`src/rtl/free_list.sv`:
```
// Physical-register free list: a circular FIFO of unused register indices that
// hands one register per cycle to rename and marks it busy in the same cycle.
module free_list #(
    parameter  int PHY_RF_DEPTH  = 128,
    parameter  int ARCH_RF_DEPTH = 32,
    localparam int AW            = $clog2(PHY_RF_DEPTH)
) (
    input  logic          clk,
    input  logic          rst,
    input  logic          alloc_req,
    output logic          alloc_valid,
    output logic [AW-1:0] alloc_addr,
    input  logic          rel_en,
    input  logic [AW-1:0] rel_addr,
    output logic          busy_wr_en,
    output logic [AW-1:0] busy_wr_addr,
    output logic          busy_data,
    output logic [AW:0]   free_count,
    output logic          overflow_err
);

    localparam int        FREE_INIT = PHY_RF_DEPTH - ARCH_RF_DEPTH;
    localparam logic [AW:0] PTR_ONE = (AW+1)'(1);

    logic [AW-1:0] r_mem [PHY_RF_DEPTH];
    logic [AW:0]   r_head;
    logic [AW:0]   r_tail;
    logic          r_ovf;

    logic          w_empty;
    logic          w_full;
    logic          w_alloc;
    logic          w_rel_live;
    logic          w_rel_ok;
    logic          w_rel_drop;

    // Wrap bit distinguishes full from empty when the indices coincide.
    assign w_empty = (r_head == r_tail);
    assign w_full  = (r_head[AW-1:0] == r_tail[AW-1:0]) && (r_head[AW] != r_tail[AW]);

    assign w_alloc    = alloc_req && !w_empty && !rst;
    // Register 0 is the hardwired zero and never re-enters the list.
    assign w_rel_live = rel_en && (rel_addr != '0);
    // A full list still accepts a release when an allocation vacates a slot this cycle.
    assign w_rel_ok   = w_rel_live && (!w_full || w_alloc);
    assign w_rel_drop = w_rel_live && w_full && !w_alloc;

    assign alloc_valid  = !w_empty;
    assign alloc_addr   = r_mem[r_head[AW-1:0]];
    assign busy_wr_en   = w_alloc;
    assign busy_wr_addr = alloc_addr;
    assign busy_data    = 1'b1;
    assign free_count   = r_tail - r_head;
    assign overflow_err = r_ovf;

    always_ff @(posedge clk) begin
        if (rst) begin
            // NOTE: the storage is reset on purpose, because the free registers must be
            // present right after reset; non-blocking assignments keep every update
            // in this block sampling pre-edge values.
            for (int i = 0; i < PHY_RF_DEPTH; i++) begin
                r_mem[i] <= (i < FREE_INIT) ? AW'(ARCH_RF_DEPTH + i) : '0;
            end
            r_head <= '0;
            r_tail <= (AW+1)'(FREE_INIT);
            r_ovf  <= 1'b0;
        end else begin
            if (w_alloc) begin
                r_head <= r_head + PTR_ONE;
            end
            if (w_rel_ok) begin
                r_mem[r_tail[AW-1:0]] <= rel_addr;
                r_tail                <= r_tail + PTR_ONE;
            end
            if (w_rel_drop) begin
                r_ovf <= 1'b1;
            end
        end
    end

endmodule

```
`config.mk`:
```
export PLATFORM = sky130hd
export DESIGN_NAME = free_list
export DESIGN_NICKNAME = d
export VERILOG_FILES = /design/src/rtl/free_list.sv
export SDC_FILE = /design/constraint.sdc
export NUM_CORES = 1
export LEC_CHECK = 0
export CORE_UTILIZATION = 60
export CTS_CLUSTER_SIZE = 30
export DETAILED_ROUTE_END_ITERATION = 12
export HOLD_SLACK_MARGIN = 0.12
export PLACE_DENSITY_LB_ADDON = 0.15
export SLEW_MARGIN = 10
export SYNTH_ARGS = -nofsm -noshare
export SYNTH_HDL_FRONTEND = slang
export SYNTH_SLANG_ARGS = --single-unit
```
`constraint.sdc`:
```
create_clock -name clk -period 7.8 [get_ports clk]
set_input_delay 1.17 -clock clk [delete_from_list [all_inputs] [get_ports clk]]
set_output_delay 1.17 -clock clk [all_outputs]
set_load 0.02 [all_outputs]
```
==> impl_results.md, run 1 <==
* Status: complete, no violations
* WP data arrival at 4.88 ns
* Port bufs at 35
* Final ANT Viol Nets at 0
* CP Class: flop to output port
* Crit Path Max Fanout at 63
* Peak supply drop at 0.185 mV
* H-Tree Depth at 3
* CTS buffer count at 93
* CTS tree: done
* Comb pwr share at 6.1%
* Global-route wire length before repair at 166 mm
* Syn. warnings at 0
* Clock Path Buffers at 3
* Clock tree sinks at 920
* Clk_skew at 0.0254 ns
* Postcts setup bufs at 0
* Synthesized area per cell at 13.3 um^2
* # hold bufs at CTS at 0
* CTS root buf: clkbuf_16
* Clock power share at 41.9%
* Final layout net count at 3035
* Total die area at 69400 um^2
* Routed vias at 26300
* Vias in the first global route at 26100
* FMAX at 0.165 GHz
* Syn Nets at 3111
* GPL Wtd Cong at 0.899
* Share of flip-flops with an asynchronous set or reset at 0%
* Top-area cell type share of the netlist area at 65.6%
* First drt pass iteration count at 8
* Sw Ratio at 22.0%
* Final Cycle Share at 77.6%
* Setup-failing EPs final at 0
* Relative slew slack at 9.74%
* Initial DRC Count at 3973
* Share of post-route cells with drive strength above 1 at 12.3%
* Routed WL per cell at 28.5 um
* Core Area at 67400 um^2
* DRC viols at 0
* Inst Count DP at 3792
* Leak pwr at 12.9 nW
* Top cells by area, synth: edfxtp_1 (66%), mux4_2 (9.2%), nor2_1 (5.8%), nand2_1 (5.2%), mux2i_1 (2.8%)
* Post-synth EDFFs at 896
* Post-synthesis instance total at 3090
* Seq/Total Area, Yosys at 66.8%
* Yosys cell types at 47
* Reg2Reg Setup Slack at 3.12 ns
* # rows at 95
* Synth area leader: edfxtp_1
* Final wirelength at 113 mm
* Die height at 263 um
* Crit path time final at 6.05 ns
* P&R area growth vs syn at 8.70%
* Setup WS pre-CTS at 2.26 ns
* Hold Slack at 0.574 ns
* Total GRT Usage at 32.9%
* Largest net degree at the start of global routing at 80
* Seq pwr share at 52.0%
* P_sw at 2.35 mW
* CTS resizes at 0
* Worst setup SP type: flop
* Post-synth top cells: edfxtp_1 (896), nor2_1 (630), nand2_1 (564), mux4_2 (168), o21ai_0 (121)
* Crit path capture type: output port
* Post-synth top flop: edfxtp_1
* Worst-path clk slew at 0.06 ns
* Unrepaired setup endpoints after global routing: false
* Final cell count without fillers at 3961
* Final WS setup at 1.75 ns
* Die W at 263 um
* Worst-Skew Late Latency at 0.66 ns
* Via density at 6.65
* I/O pin total at 37
* TNS Setup at 0 ns
* Starting Density at 60.9%
* Initial antenna violation count at 1
* Total grt overflow at 0
* Final hold vios at 0
* Max Cap Viol at 0
* Max Slew Vio Count at 0
* Power per cell area at 240 nW/um^2
* Crit path required time at 6.63 ns
* HP Class: flop to flop
* Most numerous cell in the Yosys netlist: edfxtp_1
* DPL Wire Length at 69.7 mm
* Yosys reg bits at 920
* Pin slew with the least headroom to its limit at 1.34 ns
* Pint at 8.34 mW
* Area of the mapped netlist at 41000 um^2
-- worst max-delay path, cell delays in order, from the launching register on --
cell and delay (ns):
dfxtp_4 0.76, buf_12 0.48, nand3b_1 0.14, buf_4 0.38, o22ai_1 0.28, a211oi_1 0.08, nand2_1 0.19, nand3_1 0.19
nor4_1 0.93, clkdlybuf4s50_1 0.77
-- placed cells by master, fill, tap and decap left out, types with 10 or more instances in the layout --
cell type        count
edfxtp_1           896
nor2_1             629
nand2_1            563
mux4_2             168
mux2i_1            114
o21ai_0            106
clkbuf_16           95
a22oi_1             56
o22ai_1             49
a211oi_1            49
buf_4               42
clkdlybuf4s50_1     32
dfxtp_1             22
clkbuf_1            20
nor3_1              19
clkinv_1            19
clkinv_2            17
nand3_1             15
o21ai_1             15
inv_1               13
nor2b_1             11
bufinv_16           11
xnor2_1             10
-- logic make-up after synthesis --
family / Yosys count / synth area share (%)
mux: 282 / 12.0
flops: 920 / 66.8
simple gates: 1300 / 12.5
other cells: 1 / 0.00914
fa+ha+maj: 10 / 0.323
compound gates: 290 / 4.40
xor+xnor: 20 / 0.445
buf+inv: 267 / 3.53
-- through the flow --
stage	util, %	power [mW]	instance area, um^2
floorplan	-	6.08	41000
global placement	61.7	6.30	41600
detailed placement	61.7	6.31	41600
CTS	66.2	10.7	44600
global route	66.2	10.9	44600
finish	66.2	10.7	44600
-- flip-flops by register name, summed over array words and instances (netlist names), named ones only --
signal        flops
overflow_err      1
r_head            8
r_tail            8
r_mem           896
-- worst paths after layout --
kind                             start                    endpoint  cells past startpoint
max                               flop             busy_wr_addr[2]                      9
min          overflow_err$_SDFFE_PP0P_   overflow_err$_SDFFE_PP0P_                      2
max reg2reg     r_tail[5]$_SDFFE_PP1P_  r_mem[90][1]$_SDFFCE_PN1P_                      9
min reg2reg  overflow_err$_SDFFE_PP0P_   overflow_err$_SDFFE_PP0P_                      2
-- layout make-up --
| class | count | area, um^2 |
|---|---|---|
| diodes | 1 | 2.50 |
| repair buffers | 82 | 751 |
| fillers | 4717 | 22800 |
| inverters | 14 | 53.8 |
| clock buffers | 117 | 2480 |
| well taps | 873 | 1090 |
| clock inverters | 51 | 541 |
| flip-flops and latches | 920 | 27400 |
| multi-input cells | 1903 | 12300 |
-- power by group through the flow --
stage          logic (mW)  clock network [mW]  registers (mW)
6_report            0.652                4.48            5.56
3_3_place_gp        0.637                   0            5.66
2_1_floorplan       0.443                   0            5.63
3_5_place_dp        0.643                   0            5.67
5_1_grt             0.680                4.66            5.57
4_1_cts             0.645                4.49            5.56
-- per-layer routing --
layer  vias up  part of all wire [%]  wire length (um)  GRT usage [%]
li1      11100                     -                 -              -
met1     13100                    36             41100           45.7
met2      1866                    47             53200           51.1
met3       288                    13             14200           7.27
met4         0                   3.9              4420           13.1
met5         -                     0                 0              0
(Power assumes the default switching activity.)
==> run 2: changes to the inputs <==
- CORE_UTILIZATION: 60 -> 57
- clock period: 7.8 -> 5 ns (I/O delays scaled with it)
==> run 2 against run 1 <==
Effect of this change: combinational power rose by 79%; core utilization is 1.5 points lower; flip-flop and latch count is the same; wire length is 7.2% higher; critical path depth shrank 2; largest cell class unchanged; hold slack lost 0.092 ns.
==> impl_results.md, run 2 (synthesis gave the netlist of run 1 again) <==
* WL met1 at 45.2 mm
* Hold Slack at 0.482 ns
* Fillers at 5238
* Final antenna diode count at 0
* Reg2Reg Depth at 10
* Max FFs per register at 896
* Die height at 270 um
* Worst-path clk slew at 0.06 ns
* Port bufs at 35
* GPL Wtd Cong at 0.929
* Via density at 6.52
* Metal2 WL at 56.2 mm
* Worst path max stage delay at 0.75 ns
* Final layout net count at 3196
* CTS buffer count at 94
* WP data arrival at 4.13 ns
* P&R area growth vs syn at 12.5%
* Postcts setup bufs at 0
* Leak pwr at 13.8 nW
* Crit path time final at 4.88 ns
* DPL Wire Length at 78.0 mm
* Clk_skew at 0.0213 ns
* Share of post-route cells with drive strength above 1 at 16.7%
* TNS Setup at 0 ns
* Largest regs: r_mem: 896 flops, r_head: 8 flops, r_tail: 8 flops
* Initial antenna violation count at 1
* Largest register by flop count: r_mem
* Max Slew Vio Count at 0
* Worst hold start: overflow_err$_SDFFE_PP0P_
* Relative slew slack at 20.8%
* Peak supply drop at 0.263 mV
* WHS Endpoint: overflow_err$_SDFFE_PP0P_
* Hold path depth at 2
* Crit path cell chain: or3b_2 > o22ai_1 > a211oi_1 > nand2_1 > nand3_1 > nor4_1 > clkdlybuf4s50_1
* Clock tree sinks at 920
* Die W at 270 um
* Status: complete, no violations
* Worst r2r src: r_tail[0]$_SDFFE_PP0P_
* Routed WL per cell at 28.8 um
* Final Cycle Share at 97.6%
* Setup-failing EPs final at 0
* CTS root buf: clkbuf_16
* Power per cell area at 367 nW/um^2
* # hold bufs at CTS at 0
* Max Cap Viol at 0
* Worst-Skew Late Latency at 0.66 ns
* Total die area at 73100 um^2
* Unrepaired setup endpoints after global routing: false
* Vias in the first global route at 26900
* # rows at 98
* Pin slew with the least headroom to its limit at 1.18 ns
* Clock Path Buffers at 3
* Total GRT Usage at 33.4%
* HP Class: flop to flop
* Commonest non-fill, non-tap cell in the layout: edfxtp_1
* DRC viols at 0
* Reg-to-Reg End: r_mem[70][3]$_SDFFCE_PN0P_
* First drt pass iteration count at 6
* Crit Path Max Fanout at 18
* Initial DRC Count at 4242
* Cell family with most CP delay: simple AND/OR/NAND/NOR gates
* Global-route wire length before repair at 178 mm
* Metal3 WL at 15.3 mm
* H-Tree Depth at 3
* CTS resizes at 0
* Final hold vios at 0
* Worst setup SP type: flop
* Crit path capture type: output port
* Crit path required time at 4.25 ns
* Most frequent cells in the layout: edfxtp_1 (896), nor2_1 (629), nand2_1 (563)
* CTS tree: done
* Largest net degree at the start of global routing at 85
* I/O pin total at 37
* Final wirelength at 121 mm
* Reg2Reg Setup Slack at 1.53 ns
* CP Class: flop to output port
* FMAX at 0.205 GHz
* Starting Density at 57.5%
* Top Metal Used: met4
* Routed vias at 27400
* Worst path slowest cell: or3b_2
* Total grt overflow at 0
* Worst path bufs/invs at 1
* Final ANT Viol Nets at 0
* Core Area at 71400 um^2
## run 2: layer usage
metal / GRT usage (%) / vias to the layer above
met4: 12.1 / 0
met2: 51.6 / 2005
met3: 6.23 / 276
li1: - / 11400
met5: 0 / -
met1: 48.1 / 13700
## run 2: how the worst max path moves through the flow
stage	startpoint	end	slack [ns]	cells past startpoint
after floorplan	flop	busy_wr_addr[5]	1.77	10
after global placement	flop	busy_wr_addr[5]	0.90	7
after detailed placement	flop	alloc_addr[4]	0.80	7
after CTS	flop	alloc_addr[4]	0.12	7
after global routing	flop	busy_wr_addr[4]	0.03	7
final	flop	busy_wr_addr[5]	0.12	7
## run 2: area by class of cell
class / instances / area, um^2 / area share (%)
multi-input combinational: 1903 / 12300 / 26.6
sequential: 920 / 27400 / 59.3
timing repair buffer: 242 / 2170 / 4.70
tap: 950 / 1190 / 2.57
clock inverter: 53 / 484 / 1.05
inverter: 14 / 53.8 / 0.117
clock buffer: 120 / 2610 / 5.65
## run 2: worst min-delay path, cell delays in order, from the launching register on
cell     delay, ns
dfxtp_1       0.33
a21oi_1       0.05
nor2_1        0.07
## run 2: metrics by stage
| step | total power, mW | cell area (um^2) | std cells | util, % | worst slack (ns) |
|---|---|---|---|---|---|
| after global routing | 17.3 | 46200 | 4202 | 64.7 | 0.0281 |
| after CTS | 16.9 | 46200 | 4202 | 64.7 | 0.121 |
| final | 16.9 | 46200 | 4202 | 64.7 | 0.118 |
| after global placement | 9.96 | 43100 | 4029 | 60.4 | 0.899 |
| after detailed placement | 9.98 | 43100 | 4029 | 60.4 | 0.799 |
| after floorplan | 9.48 | 41000 | 3090 | - | 1.77 |
## run 2: report_power, final
part	leakage (nW)	internal, mW	switching (mW)
Sequential	8.19	8.59	0.0634
Combinational	4.08	0.431	0.741
Clock	1.51	4.14	2.96
